### config.mk
export PLATFORM = sky130hd
export DESIGN_NAME = sprite_desc_reader
export DESIGN_NICKNAME = d
export VERILOG_FILES = /design/src/rtl/sprite_desc_reader.sv
export SDC_FILE = /design/constraint.sdc
export NUM_CORES = 1
export LEC_CHECK = 0
export ABC_AREA = 0
export BUFFER_PORTS_ARGS = -buffer_cell sky130_fd_sc_hd__buf_2
export CELL_PAD_IN_SITES_DETAIL_PLACEMENT = 0
export CELL_PAD_IN_SITES_GLOBAL_PLACEMENT = 1
export CORE_AREA = 3 3 160 318
export CTS_CLUSTER_DIAMETER = 40
export DETAILED_ROUTE_END_ITERATION = 10
export DIE_AREA = 0 0 163 321
export PLACE_DENSITY = 0.83
export SLEW_MARGIN = 30
export SYNTH_ARGS = -nofsm -noshare
export SYNTH_HDL_FRONTEND = slang
export SYNTH_SLANG_ARGS = --single-unit
### constraint.sdc
create_clock -name clk -period 18.8 [get_ports clk]
set_input_delay 1.88 -clock clk [delete_from_list [all_inputs] [get_ports clk]]
set_output_delay 1.88 -clock clk [all_outputs]
set_load 0.01 [all_outputs]
### src/rtl/sprite_desc_reader.sv
// sprite_desc_reader: double-buffered 8-slot sprite descriptor table with a
// per-line scan and a per-pixel hit/address lookup.
//
// Write table is loaded through wea/addr/dina. frame_start copies it into the
// display table, or defers the copy until the running line scan finishes.
// line_start scans the 8 display slots, one per cycle, and builds an active
// mask for the line. While idle, each h_cnt is matched against the active
// slots. The lowest slot that matches produces a registered sprite-sheet
// address.
//
// Optional feature macro: SPRITE_HFLIP_EN. When it is defined, descriptor
// bit 26 mirrors dx horizontally.
module sprite_desc_reader #(
  parameter int SPRITE_W = 32,
  parameter int SPRITE_H = 32
) (
  input  logic        clk,
  input  logic        reset,
  input  logic        wea,
  input  logic [2:0]  addr,
  input  logic [31:0] dina,
  input  logic        frame_start,
  input  logic        line_start,
  input  logic [9:0]  scan_line,
  input  logic [9:0]  h_cnt,
  output logic        scan_busy,
  output logic        sprite_hit,
  output logic [15:0] rom_addr
);

  // Sprite extents widened to 11 bits, so x+W and y+H never wrap.
  localparam logic [10:0] W11 = 11'(SPRITE_W);
  localparam logic [10:0] H11 = 11'(SPRITE_H);
`ifdef SPRITE_HFLIP_EN
  localparam logic [4:0]  DX_MAX = 5'(SPRITE_W - 1);
`endif

  typedef struct packed {
    logic       en;
    logic [3:0] rsvd;
    logic       hflip;
    logic [9:0] x;
    logic [9:0] y;
    logic [2:0] row;
    logic [2:0] col;
  } desc_t;

  typedef enum logic {
    IDLE = 1'b0,
    SCAN = 1'b1
  } state_t;

  desc_t      wr_tab   [8];
  desc_t      disp_tab [8];
  logic       pending;

  state_t     state, next_state;
  logic [2:0] slot_q;
  logic [9:0] line_q;
  logic [7:0] act_mask;
  logic [4:0] act_dy [8];

  logic       commit_now;
  logic       slot_active;
  logic [4:0] slot_dy;

  logic       found;
  logic [2:0] sel_row;
  logic [2:0] sel_col;
  logic [4:0] sel_dy;
  logic [4:0] sel_dx;
  logic       hit_d;

  logic       unused_desc_bits;

  assign scan_busy = (state == SCAN);

  // Commit fires on frame_start while idle, or on the first idle cycle after
  // a deferred request.
  assign commit_now = !scan_busy && (frame_start || pending);

  // Write table: one slot is loaded per wea strike.
  always_ff @(posedge clk or posedge reset) begin
    // NOTE: the tables are cleared on reset because enable=0 must hold for
    // every slot after reset. Leaving this RAM uninitialised would let
    // garbage sprites show on the first frame.
    if (reset) begin
      for (int i = 0; i < 8; i++) wr_tab[i] <= '0;
    end else if (wea) begin
      wr_tab[addr] <= desc_t'(dina);
    end
  end

  // Display table and deferred-commit flag.
  always_ff @(posedge clk or posedge reset) begin
    if (reset) begin
      for (int i = 0; i < 8; i++) disp_tab[i] <= '0;
      pending <= 1'b0;
    end else if (commit_now) begin
      // NOTE: non-blocking assignments make the copy take the write table as
      // it was before this edge. A wea on this same cycle stays in the write
      // table only.
      for (int i = 0; i < 8; i++) disp_tab[i] <= wr_tab[i];
      pending <= 1'b0;
    end else if (frame_start) begin
      pending <= 1'b1;
    end
  end

  // Scan FSM state register.
  always_ff @(posedge clk or posedge reset) begin
    if (reset) state <= IDLE;
    else       state <= next_state;
  end

  // Scan FSM next-state logic.
  always_comb begin
    // NOTE: a default is assigned first so that every path drives next_state
    // and no latch is inferred.
    next_state = state;
    case (state)
      IDLE: if (line_start) next_state = SCAN;
      SCAN: begin
        if (line_start)          next_state = SCAN;
        else if (slot_q == 3'd7) next_state = IDLE;
      end
      default: next_state = IDLE;
    endcase
  end

  // Vertical test of the slot under examination against the latched line.
  always_comb begin
    slot_active = disp_tab[slot_q].en &&
                  ({1'b0, line_q} >= {1'b0, disp_tab[slot_q].y}) &&
                  ({1'b0, line_q} <  {1'b0, disp_tab[slot_q].y} + H11);
    // The low 5 bits of the difference are exact because dy < SPRITE_H <= 32.
    slot_dy     = line_q[4:0] - disp_tab[slot_q].y[4:0];
  end

  // Scan datapath: slot counter, latched line, active mask and per-slot dy.
  always_ff @(posedge clk or posedge reset) begin
    if (reset) begin
      slot_q   <= '0;
      line_q   <= '0;
      act_mask <= '0;
      for (int i = 0; i < 8; i++) act_dy[i] <= '0;
    end else if (line_start) begin
      slot_q   <= '0;
      line_q   <= scan_line;
      act_mask <= '0;
    end else if (state == SCAN) begin
      act_mask[slot_q] <= slot_active;
      act_dy[slot_q]   <= slot_dy;
      slot_q           <= slot_q + 3'd1;
    end
  end

  // Horizontal match. Slots are walked high to low so the lowest index wins.
  always_comb begin
    logic [4:0] dx5;
    found   = 1'b0;
    sel_row = '0;
    sel_col = '0;
    sel_dy  = '0;
    sel_dx  = '0;
    for (int i = 7; i >= 0; i--) begin
      dx5 = h_cnt[4:0] - disp_tab[i].x[4:0];
`ifdef SPRITE_HFLIP_EN
      if (disp_tab[i].hflip) dx5 = DX_MAX - dx5;
`endif
      if (act_mask[i] &&
          ({1'b0, h_cnt} >= {1'b0, disp_tab[i].x}) &&
          ({1'b0, h_cnt} <  {1'b0, disp_tab[i].x} + W11)) begin
        found   = 1'b1;
        sel_row = disp_tab[i].row;
        sel_col = disp_tab[i].col;
        sel_dy  = act_dy[i];
        sel_dx  = dx5;
      end
    end
  end

  // A hit is only reported while idle and staying idle. This keeps
  // sprite_hit low on every cycle in which scan_busy is high.
  assign hit_d = found && (state == IDLE) && (next_state == IDLE);

  // Registered pixel outputs, one cycle after h_cnt is sampled.
  always_ff @(posedge clk or posedge reset) begin
    if (reset) begin
      sprite_hit <= 1'b0;
      rom_addr   <= '0;
    end else begin
      sprite_hit <= hit_d;
      rom_addr   <= hit_d ? {sel_row, sel_col, sel_dy, sel_dx} : 16'd0;
    end
  end

  // Descriptor bits the lookup does not use: the reserved field, plus hflip
  // when mirroring is compiled out.
  always_comb begin
    unused_desc_bits = 1'b0;
    for (int i = 0; i < 8; i++) begin
      unused_desc_bits = unused_desc_bits ^ (^disp_tab[i].rsvd);
`ifndef SPRITE_HFLIP_EN
      unused_desc_bits = unused_desc_bits ^ disp_tab[i].hflip;
`endif
    end
  end

endmodule

==> impl_metrics.toml, run 1 <==
[status]
outcome = "finished, final reports clean"

[place]
portBuffers = 72
gp_congestion = 0.972
dp.cells = 2646
post-dp-hpwl_mm = 42.6

[synth]
synth_top_area_share_pct = 50.8
synth.most_common_cell = "dfrtp_1"
synth_area_leaders = "dfrtp_1, mux2_2, ha_1"
syn_area_sq_mm = 0.0252
yosysWarningCount = 0
synth_edf_count = 0
synth_nets = 2209
seq_area_frac_synth_pct = 50.8
yosys_most_used_dff = "dfrtp_1"
yosysUniqueCellTypes = 85
ys_seq_elements = 512
async_flop_share_pct = 100
synth_largest_area_cell = "dfrtp_1"
avgSynthCellArea_sq_um = 12.6
netlist_instances = 1994
synth_common_cells = "dfrtp_1, mux2_2, ha_1"

[finish]
fillCellCount = 4051
drive_gt1_share_pct = 32.8
multi_input_area_sq_mm = 0.0116
areaGrowthSynthToFinish_pct = 10.6
ff_latch_area_sq_mm = 0.0128
final_nets = 2274
final_cells = 2734

[clock_tree]
cts.path.max_buffers = 3
clock_sinks = 512
clkLatencyLatePin_ns = 0.59
postCtsSetupBuffers = 0
clk_pin_slew_worst_paths_ns = 0.07
holdBufCountCts = 0
cts_tree = "yes"
post_cts_resized = 0
htreeDepth = 2
cts_buffers = 48
cts_root_buf = "clkbuf_16"

[sta]
timing.fmax_mhz = 182
rsz0062_at_grt = "false"
fin_crit_sh_pct = 29.1
setup_violations = 0
slew_headroom_pct = 40.0
worst_pin_slew_ns = 0.896
finalClockSkew_ns = 0.0284
tns_ns = 0
final_max_slew_viol_count = 0
final_hold_viol_count = 0
period_minus_slack_ns = 5.48

[drt]
drc_errors = 0
routed_wl_mm = 64.1
wl_per_cell_microns = 23.4
ant_nets = 0
dr.pass1.iters = 5
vias_per_cell = 6.00
drtIter0Drc = 960
num_vias = 16400

[critical_path]
critPathKind = "in2reg"
critical_path.max_fanout = 35
cp.arrival_ns = 5.90
required_ns = 19.22
endpoint_kind = "flop"
cp-start-kind = "input pin"

[global_route]
antenna_found_initial = 2
grt_pass1_vias = 17700
gr-total-overflow = 0
grt_pass1_wl_mm = 99.7
grt_util_all_layers_pct = 24.8
grt_max_degree = 168

[pwr]
power_density_mw_per_mm2 = 112
power_w = 0.00313
peakVddDrop_uv = 70.0
p_leak_nw = 12.8

[floorplanning]
num_rows = 114
dieArea_sq_mm = 0.0523
num_io_pins = 78
die_w_microns = 163
fp.dieH_microns = 321
core_area_sq_mm = 0.0485
initial_utilization_pct = 52.0

[min_path]
min-delay-path-class = "reg2reg"

[job]
cap_violations = 0
cell type report:
class / count / share of cell area [%]
repair buffers: 99 / 2.20
inverters: 130 / 1.78
clock buffers: 60 / 4.83
flip-flops and latches: 512 / 45.9
clock inverters: 26 / 0.821
multi-input cells: 1268 / 41.6
well taps: 638 / 2.86
diodes: 1 / 0.00897
registers in the layout (all words and copies together) (netlist names):
| register | cells |
|---|---|
| line_q | 10 |
| slot_q | 3 |
| act_mask | 8 |
| pending | 1 |
| sprite_hit | 1 |
| wr_tab | 216 |
| scan_busy | 1 |
| rom_addr | 16 |
| disp_tab | 216 |
| act_dy | 40 |
metal layers:
layer	GRT usage, %	vias up	wire, microns
met2	44.0	379	33300
met4	16.2	2	4810
met1	27.5	8489	23800
met3	3.32	192	2170
met5	0	-	14
li1	-	7342	-
worst max-delay path: stages:
cell and delay [ns]:
buf_2 0.09, inv_1 0.32, ha_1 0.25, inv_1 0.06, fa_1 0.40, a21o_1 0.17, a21oi_1 0.22, a21oi_1 0.22
o21ai_0 0.20, a311o_1 0.17, buf_4 0.38, nand4_4 0.44, o21ai_4 0.88, nor4_1 0.19
path summary, 6_finish.rpt:
| kind | depth (start not counted) | slack (ns) | start | endpoint |
|---|---|---|---|---|
| max reg2reg | 11 | 14.66 | disp_tab[176]$_DFFE_PP0P_ | rom_addr[4]$_DFF_PP0_ |
| max | 14 | 13.32 | h_cnt[0] | rom_addr[4]$_DFF_PP0_ |
| min | 2 | 0.49 | act_dy[16]$_DFFE_PP0P_ | act_dy[16]$_DFFE_PP0P_ |
| min in group asynchronous | 2 | 1.46 | reset | wr_tab[138]$_DFFE_PP0P_ |
| min reg2reg | 2 | 0.49 | act_dy[16]$_DFFE_PP0P_ | act_dy[16]$_DFFE_PP0P_ |
| max in group asynchronous | 5 | 15.26 | reset | wr_tab[181]$_DFFE_PP0P_ |
where the power goes:
group | total [W] | switching, W | internal (W)
Clock | 0.000979 | 0.000437 | 0.000542
Combinational | 0.000680 | 0.000347 | 0.000333
Sequential | 0.00147 | 0.000134 | 0.00134
placed cells by master (no fill, tap or decap), drive strengths merged, types with 18 or more instances in the layout:
cell type,count
nand2,75
a21oi,70
nor2,61
mux2,463
ha,146
nand3,36
clkbuf,60
inv,136
o21ai,65
dfrtp,512
buf,99
xnor2,36
a21o,18
a211oi,19
cells by family (layout without fill, tap and decap cells):
family                     Yosys count  after routing  synth area share (%)
buffers and inverters              214            315                  3.40
AOI/OAI and AO/OA                  305            305                  8.45
muxes                              483            483                  22.0
and+or+nand+nor                    279            279                  5.82
xor gates and xnor gates            46             46                  1.60
other                                0              1                     0
DFF                                512            512                  50.8
adders and majority gates          155            155                  7.96
stage by stage:
stage	hold WS, ns	util [%]	instance area (sq um)	setup WS [ns]
floorplan	0.450	-	25200	2.62
detailed placement	0.472	54.2	26300	12.53
global route	0.508	57.5	27900	13.13
CTS	0.487	57.4	27900	13.13
finish	0.486	57.5	27900	13.32
global placement	0.461	54.2	26300	12.54
Power figures use the tool's default switching activity.
==> inputs of run 2 (changes only) <==
CORE_AREA = 3 3 168 334   (was 3 3 160 318)
DIE_AREA = 0 0 171 337   (was 0 0 163 321)
PLACE_DENSITY = 0.79   (was 0.83)
clock period = 4.9 ns   (was 18.8 ns; I/O delays follow)
==> run 2 against run 1 <==
Sequential share of layout area shrank 0.27 points. Global-route usage shrank 2.0 points. Via count shrank 1.1%. Critical path type is now reg2reg. Core utilization shrank 5.3 points. Critical path depth shrank 3. Hold slack lost 0.40 ns. Setup slack lost 12 ns. Die area grew 10%. Power grew to 3.8 times the previous value.
==> impl_metrics.toml, run 2 (synthesis results as in run 1) <==
[status]
outcome = "finished, final reports clean"

[finish]
num_antenna_cells = 0
layout_common_cells = "dfrtp_1, mux2_2, ha_1"
fillCellCount = 4577
reg_top3 = "disp_tab (216), wr_tab (216), act_dy (40)"
final_cells = 2776
design_area_sq_mm = 0.0281
fin_util_pct = 52.2
areaGrowthSynthToFinish_pct = 11.3
final_nets = 2283
final_common_cell = "dfrtp_1"
drive_gt1_share_pct = 32.8

[clock_tree]
postCtsSetupBuffers = 0
holdBufCountCts = 0
htreeDepth = 2
clkLatencyLatePin_ns = 0.60
cts.path.max_buffers = 3
clk_pin_slew_worst_paths_ns = 0.06
clock_sinks = 512
post_cts_resized = 0
cts_tree = "yes"
cts_root_buf = "clkbuf_16"
cts_buffers = 49

[floorplanning]
die_w_microns = 171
core_area_sq_mm = 0.0538
dieArea_sq_mm = 0.0576
fp.dieH_microns = 337
num_io_pins = 78
num_rows = 120
initial_utilization_pct = 46.9

[drt]
drtIter0Drc = 899
ant_nets = 0
wl_per_cell_microns = 23.3
drc_errors = 0
dr.pass1.iters = 6
routed_wl_mm = 64.5
num_vias = 16200
vias_per_cell = 5.85

[critical_path]
endpoint_kind = "flop"
critPathKind = "reg2reg"
cp.arrival_ns = 4.42
cp-start-kind = "flop"
required_ns = 5.37
critical_path.max_fanout = 13

[sta]
setup_ws_ns = 0.945
final_hold_viol_count = 0
timing.fmax_mhz = 253
setup_violations = 0
finalClockSkew_ns = 0.0271
period_minus_slack_ns = 3.96
final_max_slew_viol_count = 0
worst_pin_slew_ns = 0.897
fin_crit_sh_pct = 80.7
slew_headroom_pct = 40.1
hold-worst-slack_ns = 0.0842
rsz0062_at_grt = "false"

[place]
portBuffers = 72
post_dp_cell_area_sq_mm = 0.0265
gp_congestion = 0.966
dp_worst_setup_slack_ns = 0.934
dp.cells = 2688
post-dp-hpwl_mm = 44.1

[pwr]
pwr-share-seq_pct = 46.9
power.share.switching_pct = 29.1
p_leak_nw = 12.9
clkPwrFrac_pct = 31.5
combinationalPowerShare_pct = 21.6
peakVddDrop_uv = 296
switchingPower_w = 0.00350
intPower_w = 0.00852
power_density_mw_per_mm2 = 428

[min_path]
min-delay-path-class = "in2async"

[global_route]
gr-total-overflow = 0
antenna_found_initial = 0
grt_pass1_vias = 17400
grt_max_degree = 124
grt_pass1_wl_mm = 100
grt_util_all_layers_pct = 22.8

[job]
cap_violations = 0
-- run 2: path summary, 6_finish.rpt --
check	from	to	slack (ns)	depth (start not counted)
worst max-delay path	slot_q[0]$_DFFE_PP0P_	act_mask[1]$_DFFE_PP0P_	0.94	11
worst min-delay path	reset	slot_q[2]$_DFFE_PP0P_	0.08	2
worst max register to register	slot_q[0]$_DFFE_PP0P_	act_mask[1]$_DFFE_PP0P_	0.94	11
worst min register to register	act_dy[11]$_DFFE_PP0P_	act_dy[11]$_DFFE_PP0P_	0.48	2
max in group asynchronous	reset	wr_tab[81]$_DFFE_PP0P_	3.58	3
min in group clk	scan_line[0]	line_q[0]$_DFFE_PP0P_	0.12	3
-- run 2: power by group through the flow --
stage | combinational, W | sequential, W | clock (W)
final | 0.00259 | 0.00564 | 0.00378
after CTS | 0.00261 | 0.00564 | 0.00388
after global placement | 0.00249 | 0.00565 | 0
after detailed placement | 0.00260 | 0.00572 | 0
after floorplan | 0.00196 | 0.00554 | 0
after global routing | 0.00290 | 0.00575 | 0.00404
-- run 2: stage by stage --
step                       TNS, ns  power, W
after detailed placement         0   0.00832
after global routing             0    0.0127
after CTS                        0    0.0121
final                            0    0.0120
after floorplan           -1301.67   0.00750
after global placement           0   0.00814
-- run 2: per-layer routing --
metal	GRT usage, %	vias to the layer above	part of all wire [%]
met2	41.7	365	53
li1	-	7357	-
met3	3.10	165	3.6
met4	12.9	0	6.6
met5	0	-	0
met1	25.0	8340	37
-- run 2: cell type report --
class                   instances  area, sq um  share of cell area, %
well taps                     671          840                   2.99
flip-flops and latches        512        12800                   45.6
clock buffers                  66         1380                   4.93
clock inverters                22          221                  0.789
inverters                     130          492                   1.75
multi-input cells            1268        11600                   41.3
repair buffers                107          723                   2.58
-- run 2: worst max-delay path, stage by stage, from the launching register on --
cell	delay, ns
dfrtp_1	0.76
mux4_2	0.58
mux2_2	0.29
ha_1	0.21
fa_1	0.42
a21oi_1	0.18
o21a_1	0.17
o211ai_1	0.09
a31oi_1	0.20
a211oi_1	0.07
or3_1	0.50
o41ai_1	0.36
